## src/rtl/core_sequencer.sv

```systemverilog
// core_sequencer: multi-cycle instruction sequencer. Fetches a word, checks
// the opcode, steps through execute / memory / write-back and retires one
// instruction at a time. Every fault is sticky until reset.
//
// state  | meaning
// -------+-----------------------------------------------------------
// IDLE   | waiting for run
// FETCH  | imem_req high until imem_ack; the word is captured into ir
// DECODE | one cycle opcode legality check
// EXEC   | one cycle; loads and stores go on to MEM
// MEM    | dmem_req high until dmem_ack
// WB     | retire, commit pc / instret, or trap on a misaligned target
// TRAP   | sticky fault; requests held low until reset
module core_sequencer #(
  parameter int DATA_WIDTH = 32,
  parameter int RAM_WIDTH  = 31,
  parameter int FW_LENGTH  = 8
) (
  input  logic                  clk,
  input  logic                  rst_n,
  input  logic                  run,
  output logic                  imem_req,
  output logic [DATA_WIDTH-1:0] imem_addr,
  input  logic                  imem_ack,
  input  logic [DATA_WIDTH-1:0] imem_rdata,
  output logic [DATA_WIDTH-1:0] ir,
  output logic [DATA_WIDTH-1:0] pc,
  input  logic [DATA_WIDTH-1:0] alu_pc_next,
  input  logic                  alu_rf_we,
  input  logic                  alu_ram_we,
  output logic                  dmem_req,
  output logic                  dmem_we,
  input  logic                  dmem_ack,
  output logic                  rf_we,
  output logic                  retire,
  output logic [31:0]           instret,
  output logic                  trap
);

  localparam logic [2:0] S_IDLE   = 3'd0;
  localparam logic [2:0] S_FETCH  = 3'd1;
  localparam logic [2:0] S_DECODE = 3'd2;
  localparam logic [2:0] S_EXEC   = 3'd3;
  localparam logic [2:0] S_MEM    = 3'd4;
  localparam logic [2:0] S_WB     = 3'd5;
  localparam logic [2:0] S_TRAP   = 3'd6;

  // The opcode and rd fields need at least 12 bits of instruction word.
  if (DATA_WIDTH < 12 || RAM_WIDTH < 1 || RAM_WIDTH > DATA_WIDTH || FW_LENGTH < 1) begin : g_param_check
    $error("core_sequencer: unsupported parameter combination");
  end

  logic [2:0]            state_q, state_d;
  logic [DATA_WIDTH-1:0] pc_q, pc_d;
  logic [DATA_WIDTH-1:0] ir_q, ir_d;
  logic [31:0]           instret_q, instret_d;

  logic [6:0] opcode;
  logic       op_legal;
  logic       op_mem;
  logic       target_ok;

  assign opcode    = ir_q[6:0];
  assign target_ok = (alu_pc_next[1:0] == 2'b00);

  // Opcode classification for DECODE and EXEC.
  always_comb begin
    op_legal = 1'b0;
    op_mem   = 1'b0;
    case (opcode)
      7'b0110011, 7'b0010011, 7'b1100011, 7'b0110111,
      7'b0010111, 7'b1101111, 7'b1100111: op_legal = 1'b1;
      7'b0000011, 7'b0100011: begin
        op_legal = 1'b1;
        op_mem   = 1'b1;
      end
      default: op_legal = 1'b0;
    endcase
  end

  // Next-state and architectural register update.
  always_comb begin
    state_d   = state_q;
    pc_d      = pc_q;
    ir_d      = ir_q;
    instret_d = instret_q;
    case (state_q)
      S_IDLE: begin
        if (run) state_d = S_FETCH;
      end
      S_FETCH: begin
        if (imem_ack) begin
          ir_d    = imem_rdata;
          state_d = S_DECODE;
        end
      end
      S_DECODE: state_d = op_legal ? S_EXEC : S_TRAP;
      S_EXEC:   state_d = op_mem ? S_MEM : S_WB;
      S_MEM: begin
        if (dmem_ack) state_d = S_WB;
      end
      S_WB: begin
        if (!target_ok) begin
          state_d = S_TRAP;
        end else begin
          pc_d      = alu_pc_next;
          instret_d = instret_q + 32'd1;
          state_d   = run ? S_FETCH : S_IDLE;
        end
      end
      S_TRAP:  state_d = S_TRAP;
      default: state_d = S_TRAP;
    endcase
  end

  // State registers with asynchronous reset.
  always_ff @(posedge clk or negedge rst_n) begin
    if (!rst_n) begin
      state_q   <= S_IDLE;
      pc_q      <= '0;
      ir_q      <= '0;
      instret_q <= '0;
    end else begin
      state_q   <= state_d;
      pc_q      <= pc_d;
      ir_q      <= ir_d;
      instret_q <= instret_d;
    end
  end

  // Requests and strobes come from the registered state, never from an ack.
  assign imem_req  = (state_q == S_FETCH);
  assign dmem_req  = (state_q == S_MEM);
  assign dmem_we   = (state_q == S_MEM) & alu_ram_we;
  assign retire    = (state_q == S_WB) & target_ok;
  assign rf_we     = retire & alu_rf_we & (ir_q[11:7] != 5'd0);
  assign trap      = (state_q == S_TRAP);
  assign imem_addr = pc_q;
  assign pc        = pc_q;
  assign ir        = ir_q;
  assign instret   = instret_q;

endmodule

```

## config.mk

```make
export PLATFORM = sky130hd
export DESIGN_NAME = core_sequencer
export DESIGN_NICKNAME = d
export VERILOG_FILES = /design/src/rtl/core_sequencer.sv
export SDC_FILE = /design/constraint.sdc
export NUM_CORES = 1
export LEC_CHECK = 0
export CORE_UTILIZATION = 45
export CTS_CLUSTER_DIAMETER = 30
export DETAILED_ROUTE_END_ITERATION = 10
export HOLD_SLACK_MARGIN = 0.02
export PLACE_DENSITY = 0.86
export SLEW_MARGIN = 10
export SYNTH_ARGS = -nofsm -noshare
export SYNTH_HDL_FRONTEND = slang
export SYNTH_SLANG_ARGS = --single-unit
```

## constraint.sdc

```tcl
create_clock -name clk -period 3.5 [get_ports clk]
set_input_delay 0.7 -clock clk [delete_from_list [all_inputs] [get_ports clk]]
set_output_delay 0.7 -clock clk [all_outputs]
set_load 0.1 [all_outputs]
```

* Word-level counts from Yosys, hierarchy flattened *
Cells that the tools add are included.

storage, ports and cells
  register bits = 99
  input bits = 71
  output and inout port bits = 134
  logic and storage cells = 45

cells by class
  $add $sub $neg = 1
  equality and inequality tests = 18
  mux-type cells = 10
  bitwise logic cells = 4
  reduce and logical (&&, ||, !) cells = 8

operators by type and width
  kind                     number
  $add A32 B1 Y32 const B  1
  $eq A7 B6 Y1 const B     3
  $eq A7 B7 Y1 const B     3
  $pmux W3 S6              1
  $mux W3                  5
  $eq A7 B5 Y1 const B     2
  $eq A3 B3 Y1 const B     3
  $reduce_or A9 Y1         1
  $eq A7 B2 Y1 const B     1
  $eq A3 B2 Y1 const B     2
  $reduce_bool A5 Y1       1
  $and A1 B1 Y1            4
  $mux W1                  4
  $ne A2 B1 Y1 const B     2
  $reduce_and A2 Y1        2
  $eq A3 B1 Y1 const B     1
  $logic_not A3 Y1         1
  $reduce_and A3 Y1        1
  $logic_not A2 Y1         1
  $ne A2 B2 Y1 const B     1
  $reduce_or A2 Y1         1

* Logic depth before layout (Yosys ltp) *
Gate-level depths: netlist of run 1.

  depth in word-level cells = 5
  gate-level depth with buffers = 6
  depth with buffers taken out = 5

* Worst setup path after synthesis of run 1 *
Ideal clock, no wire load.

  path kind = reg2out
  start point = register state_q[2]
  end point = output dmem_we
  arrival time = 3.606 ns
  required time = 2.800 ns
  setup slack = -0.806 ns
  stages on the path, launching flop included = 5
  path buffers = 1
  cells stage by stage = dfrtp_1 buf_2 inv_2 nor3_1 and2_1

on the way
  word-level cells in the longest chain between the ends = 2

RTL lines
  element                 line  RTL
  from (decl)             53    logic [2:0] state_q, state_d;
  from (signal assigned)  124   state_q <= state_d;
  $eq A3 B3 Y1            -
  via dmem_req            31    output logic dmem_req,
  $and A1 B1 Y1           134   assign dmem_we = (state_q == S_MEM) & alu_ram_we;
  to (decl)               32    output logic dmem_we,

The timed path passes the listed nets, and every way through them passes these cells.

* Worst setup path after layout of run 1 *
  start point = input alu_pc_next[1]
  end point = output rf_we

on the way
  word-level cells in the longest chain between the ends = 4

RTL lines
  element                      line  RTL
  from (decl)                  28    input logic [DATA_WIDTH-1:0] alu_pc_next,
  $logic_not A2 Y1             64    assign target_ok = (alu_pc_next[1:0] == 2'b00);
  $and A1 B1 Y1                135   assign retire = (state_q == S_WB) & target_ok;
  $and A1 B1 Y1 (2 in series)  136   assign rf_we = retire & alu_rf_we & (ir_q[11:7] != 5'd0);
  to (decl)                    34    output logic rf_we,

No other way between the ends.

==> results of run 1 <==
==> through the flow <==
stage	util	cell area [um2]	hold slack [ps]	std cells
3_3_place_gp	0.673	6310	456	690
4_1_cts	0.694	6500	486	706
3_5_place_dp	0.673	6310	474	690
6_report	0.694	6500	480	706
5_1_grt	0.694	6500	503	706
2_1_floorplan	-	4420	404	399
==> report_power, final <==
part           switching (W)  total (W)  internal, W  leakage (nW)
logic                0.00270    0.00339     0.000697          1.59
registers           0.000183    0.00152      0.00134          1.30
clock network       0.000394   0.000727     0.000333         0.100
total                0.00327    0.00564      0.00237          2.99
==> routing by layer <==
| layer | share of wire | routed length (um) | up-vias |
|---|---|---|---|
| li1 | - | - | 1640 |
| met1 | 0.38 | 4170 | 1762 |
| met2 | 0.54 | 5910 | 124 |
| met3 | 0.075 | 825 | 7 |
| met4 | 0.0094 | 103 | 0 |
| met5 | 0 | 0 | - |
==> worst max path at each step <==
| stage | start | to | depth (start not counted) |
|---|---|---|---|
| 6_report | alu_pc_next[1] | rf_we | 5 |
| 5_1_grt | alu_pc_next[1] | rf_we | 5 |
| 4_1_cts | alu_pc_next[1] | rf_we | 5 |
| 3_5_place_dp | alu_pc_next[1] | rf_we | 5 |
| 3_3_place_gp | alu_pc_next[1] | rf_we | 5 |
| 2_1_floorplan | alu_pc_next[1] | rf_we | 4 |
==> final cells by class <==
type / instances / area [um2]
multi-input combinational: 248 / 1610
sequential: 99 / 2480
clock inverter: 6 / 66.3
inverter: 6 / 22.5
tap: 129 / 161
timing repair buffer: 208 / 2040
fill: 722 / 2870
clock buffer: 10 / 128
==> cells by family after synthesis <==
group	synth area share
compound gates	0.0178
xor+xnor	0.0615
fa+ha+maj	0.00283
buf+inv	0.0770
flops	0.561
mux	0.0841
simple gates	0.196
==> layout by cell type (no fill, tap or decap), types with 6 or more instances in the layout <==
master,synthesis,routed
and4_1,8,8
xnor2_1,16,16
clkbuf_8,0,9
mux2_2,31,31
xor2_1,15,15
dfrtp_1,99,99
nand4_1,6,6
buf_4,34,26
nand3_1,10,10
clkdlybuf4s50_1,0,180
nand2_1,108,108
nor2_1,8,7
==> registers in the layout, indices dropped and copies added (netlist names) <==
signal and cells:
state_q 3, ir 32, instret 32, imem_addr 32
==> results.json, run 1 <==
{
  "grt_start_max_net_pins": 83,
  "cts_buffer_depth": 2,
  "cp-end-kind": "output pin",
  "vias": 3533,
  "cts.sink_count": 99,
  "p_leak_nw": 2.99,
  "finalCriticalPeriod_ps": 2930,
  "reg2reg_to": "instret[5]$_DFFE_PN0P_",
  "dr.pass1.iters": 4,
  "synth.area.top_cells": "dfrtp_1 (56%), nand2_1 (9.2%), mux2_2 (7.9%), buf_4 (5.8%), xnor2_1 (3.2%)",
  "post_drt_wl_per_cell_um": 15.6,
  "design_power_total_w": 0.00564,
  "hold_path_class": "register to register",
  "maxCapViolCount": 0,
  "hold_end": "instret[31]$_DFFE_PN0P_",
  "ctsHtreeMaxLevel": 3,
  "cp_slowest_stage_delay_ps": 480,
  "avgSynthCellArea_um2": 11.1,
  "synth_edf_count": 0,
  "finalClockSkew_ps": 11.6,
  "ys.flop_type": "dfrtp_1",
  "rows": 35,
  "place_hpwl_um": 8370,
  "drt_iter0_drc": 72,
  "rr_startpoint": "state_q[0]$_DFFE_PN0P_",
  "diodes": 0,
  "final_nets": 644,
  "met1_usage": 0.246,
  "grtUsageTotal": 0.221,
  "ys_async_sr_fraction": 1.00,
  "vdd.ir_drop.worst_mv": 0.550,
  "synth_top_cell_area_share": 0.561,
  "clkLatencyLatePin_ps": 360,
  "status": "completed",
  "grt_pass1_wl_um": 17400,
  "syn-num-nets": 471,
  "postCtsSetupBuffers": 0,
  "grt.busiest_layer": "met2",
  "syn_area_mm2": 0.00442,
  "worstSetupPathType": "primary input to output pin",
  "grt_util_met3": 0.0673,
  "cp_cell_sequence": "clkdlybuf4s50_1 -> nor4b_4 -> nand2_2 -> nor2_1 -> buf_12",
  "relSlewSlack": 0.323,
  "worst-endpoint-required_ps": 2800,
  "avgViaCountPerCell": 5.00,
  "grt_setup_unrepaired": "no",
  "num_io_pins": 205,
  "setup_viol": 0,
  "max_freq_mhz": 342,
  "die-area_mm2": 0.0102,
  "worstPathMaxFanout": 8,
  "final.setup.worst_slack_ps": 572,
  "rrSetupSlack_ps": 1460,
  "whs_path_depth": 1,
  "hold_buffers": 0,
  "worstRegToRegCells": 6,
  "ys_seq_elements": 99,
  "die_h_um": 101,
  "cts_tree": "done",
  "synth_cell_types": 44,
  "yosys_warnings": 0,
  "use_met2": 0.406,
  "path_buf_inv": 2,
  "initial_core_util": 0.471,
  "power_density_mw_per_mm2": 868,
  "gp_congestion": 0.783,
  "core_area_mm2": 0.00937,
  "worstPathArrival_ps": 2230,
  "grt_overflow_total": 0,
  "root_buffer": "clkbuf_8",
  "synthTopCellsByCount": "nand2_1 (108), dfrtp_1 (99), buf_4 (34)",
  "drive_above_1_share": 0.153,
  "netlist_instances": 399,
  "tightest_slew_ps": 1020,
  "grt_pass1_vias": 3620,
  "drv_slew": 0,
  "critPathSlowestCell": "clkdlybuf4s50_1",
  "hold_viol": 0,
  "path_delay_family": "simple AND/OR/NAND/NOR gates",
  "drt_wl_total_um": 11000,
  "yosysSeqAreaShare": 0.561,
  "yosys.area.top_type": "dfrtp_1",
  "clkTransAtPathRegs_ps": 90,
  "drc": 0,
  "cts.repair.resized": 0,
  "io_buffers": 204,
  "cts_inserted_buffers": 9,
  "setup_tns_ps": 0,
  "hp-start": "instret[31]$_DFFE_PN0P_",
  "fin_crit_sh": 0.837,
  "die_w_um": 101,
  "synth.most_common_cell": "nand2_1",
  "grt_antenna_before_repair": 0,
  "postRouteAntennaNets": 0,
  "worstSetupStartpointType": "primary input",
  "area_growth_pct": 47.1,
  "place_ws_ps": 561
}
Power figures use the tool's default switching activity.
==> run 2: changes to the inputs <==
CORE_UTILIZATION = 37   (was 45)
PLACE_DENSITY = 0.76   (was 0.86)
clock period = 2.5 ns   (was 3.5 ns; I/O delays follow)
==> results.json, run 2 (synthesis results as in run 1) <==
{
  "worstPathArrival_ps": 1770,
  "cp_slowest_stage_delay_ps": 510,
  "io_buffers": 204,
  "gp_congestion": 0.822,
  "setup_tns_ps": 0,
  "drt_iter0_drc": 168,
  "cp_cell_sequence": "or4_1 -> o21ai_0 -> nor2_4 -> buf_12",
  "place_hpwl_um": 7850,
  "die_w_um": 111,
  "setup_viol": 0,
  "multi_input_area_mm2": 0.00163,
  "worstSetupPathType": "register to output pin",
  "status": "finished, violations left",
  "layout_common_cells": "buf_4 (135), nand2_1 (108), dfrtp_1 (99)",
  "dr.pass1.iters": 7,
  "p_leak_nw": 3.27,
  "hold_viol": 0,
  "design_power_total_w": 0.00820,
  "diodes": 0,
  "vias": 3415,
  "drt_wl_total_um": 10300,
  "post_drt_wl_per_cell_um": 14.3,
  "drv_slew": 0,
  "grt_antenna_before_repair": 0,
  "final_common_cell": "buf_4",
  "worst-endpoint-required_ps": 2000,
  "placed_cell_area_mm2": 0.00617,
  "num_io_pins": 205,
  "critPathSlowestCell": "or4_1",
  "fillers": 993,
  "relSlewSlack": 0.684,
  "hold_path_class": "primary input to asynchronous set/reset pin",
  "fin_crit_sh": 0.908,
  "core_area_mm2": 0.0115,
  "worstPathMaxFanout": 3,
  "drive_above_1_share": 0.350,
  "grt_start_max_net_pins": 42,
  "avgViaCountPerCell": 4.72,
  "hold_buffers": 0,
  "final_nets": 648,
  "clkLatencyLatePin_ps": 340,
  "fin_util": 0.561,
  "die_h_um": 111,
  "area_growth_pct": 46.3,
  "postCtsSetupBuffers": 0,
  "initial_core_util": 0.384,
  "vdd.ir_drop.worst_mv": 0.935,
  "finalClockSkew_ps": 5.06,
  "grtUsageTotal": 0.173,
  "rows": 39,
  "design_area_mm2": 0.00646,
  "rrSetupSlack_ps": 550,
  "grt_pass1_wl_um": 17000,
  "grt_overflow_total": 0,
  "tightest_slew_ps": 475,
  "power_density_mw_per_mm2": 1270,
  "root_buffer": "clkbuf_16",
  "cts.repair.resized": 0,
  "cts.sink_count": 99,
  "seq_area_mm2": 0.00248,
  "postRouteAntennaNets": 0,
  "violations": "DRC",
  "grt_pass1_vias": 3343,
  "hold_ws_ps": 117,
  "cts_tree": "done",
  "max_freq_mhz": 440,
  "maxCapViolCount": 0,
  "clkTransAtPathRegs_ps": 60,
  "cp-end-kind": "output pin",
  "drc": 16,
  "die-area_mm2": 0.0124,
  "cts_buffer_depth": 2,
  "worstSetupStartpointType": "register",
  "ctsHtreeMaxLevel": 3,
  "finalCriticalPeriod_ps": 2270,
  "cts_inserted_buffers": 9,
  "grt_setup_unrepaired": "no"
}
## run 2: cell count changes in the layout (fill, tap and decap cells not counted), moves of 3 or more
cell             change
buf_4              +109
clkbuf_16            +9
clkbuf_8             -7
clkdlybuf4s50_1    -111
clkinv_4             -3
buf_12               +6
## run 2: path summary, 6_finish.rpt
| check | cells after the start | endpoint | start |
|---|---|---|---|
| worst max-delay path | 4 | rf_we | ir[8]$_DFFE_PN0P_ |
| worst min-delay path | 1 | instret[15]$_DFFE_PN0P_ | rst_n |
| worst max register to register | 6 | instret[3]$_DFFE_PN0P_ | state_q[0]$_DFFE_PN0P_ |
| worst min register to register | 1 | instret[31]$_DFFE_PN0P_ | instret[31]$_DFFE_PN0P_ |
| max in group asynchronous | 2 | imem_addr[14]$_DFFE_PN0P_ | rst_n |
| min in group clk | 1 | instret[31]$_DFFE_PN0P_ | instret[31]$_DFFE_PN0P_ |
## run 2: metal layers
metal | share of wire | track usage
met4 | 0.018 | 0.0721
met5 | 0 | 0
met1 | 0.42 | 0.211
met2 | 0.49 | 0.283
met3 | 0.075 | 0.0563
## run 2: per-stage QoR
stage	setup slack (ps)	instances
2_1_floorplan	-234	399
3_3_place_gp	188	708
3_5_place_dp	169	708
4_1_cts	207	723
5_1_grt	147	723
6_report	229	723
## run 2: power breakdown
| group | internal (W) | switching (W) |
|---|---|---|
| combinational | 0.000906 | 0.00378 |
| sequential | 0.00188 | 0.000270 |
| clock | 0.000824 | 0.000550 |
## run 2: final cells by class
cell class	count	area share
Sequential cell	99	0.383
Timing Repair Buffer	212	0.288
Multi-Input combinational cell	248	0.252
Clock buffer	13	0.0403
Tap cell	143	0.0277
Clock inverter	2	0.00542
Inverter	6	0.00348
## run 2: worst max-delay path, delay by kind of cell, from the launching register on
kind	cells	cell delay [ps]
compound gates	1	310
flops	1	390
simple gates	2	570
buf+inv	1	170
==> run 3: changes to the inputs <==
HOLD_SLACK_MARGIN = 0.06   (was 0.02)
==> results of run 3 <==
The final DEF is identical to that of run 2; final timing and power are the same.
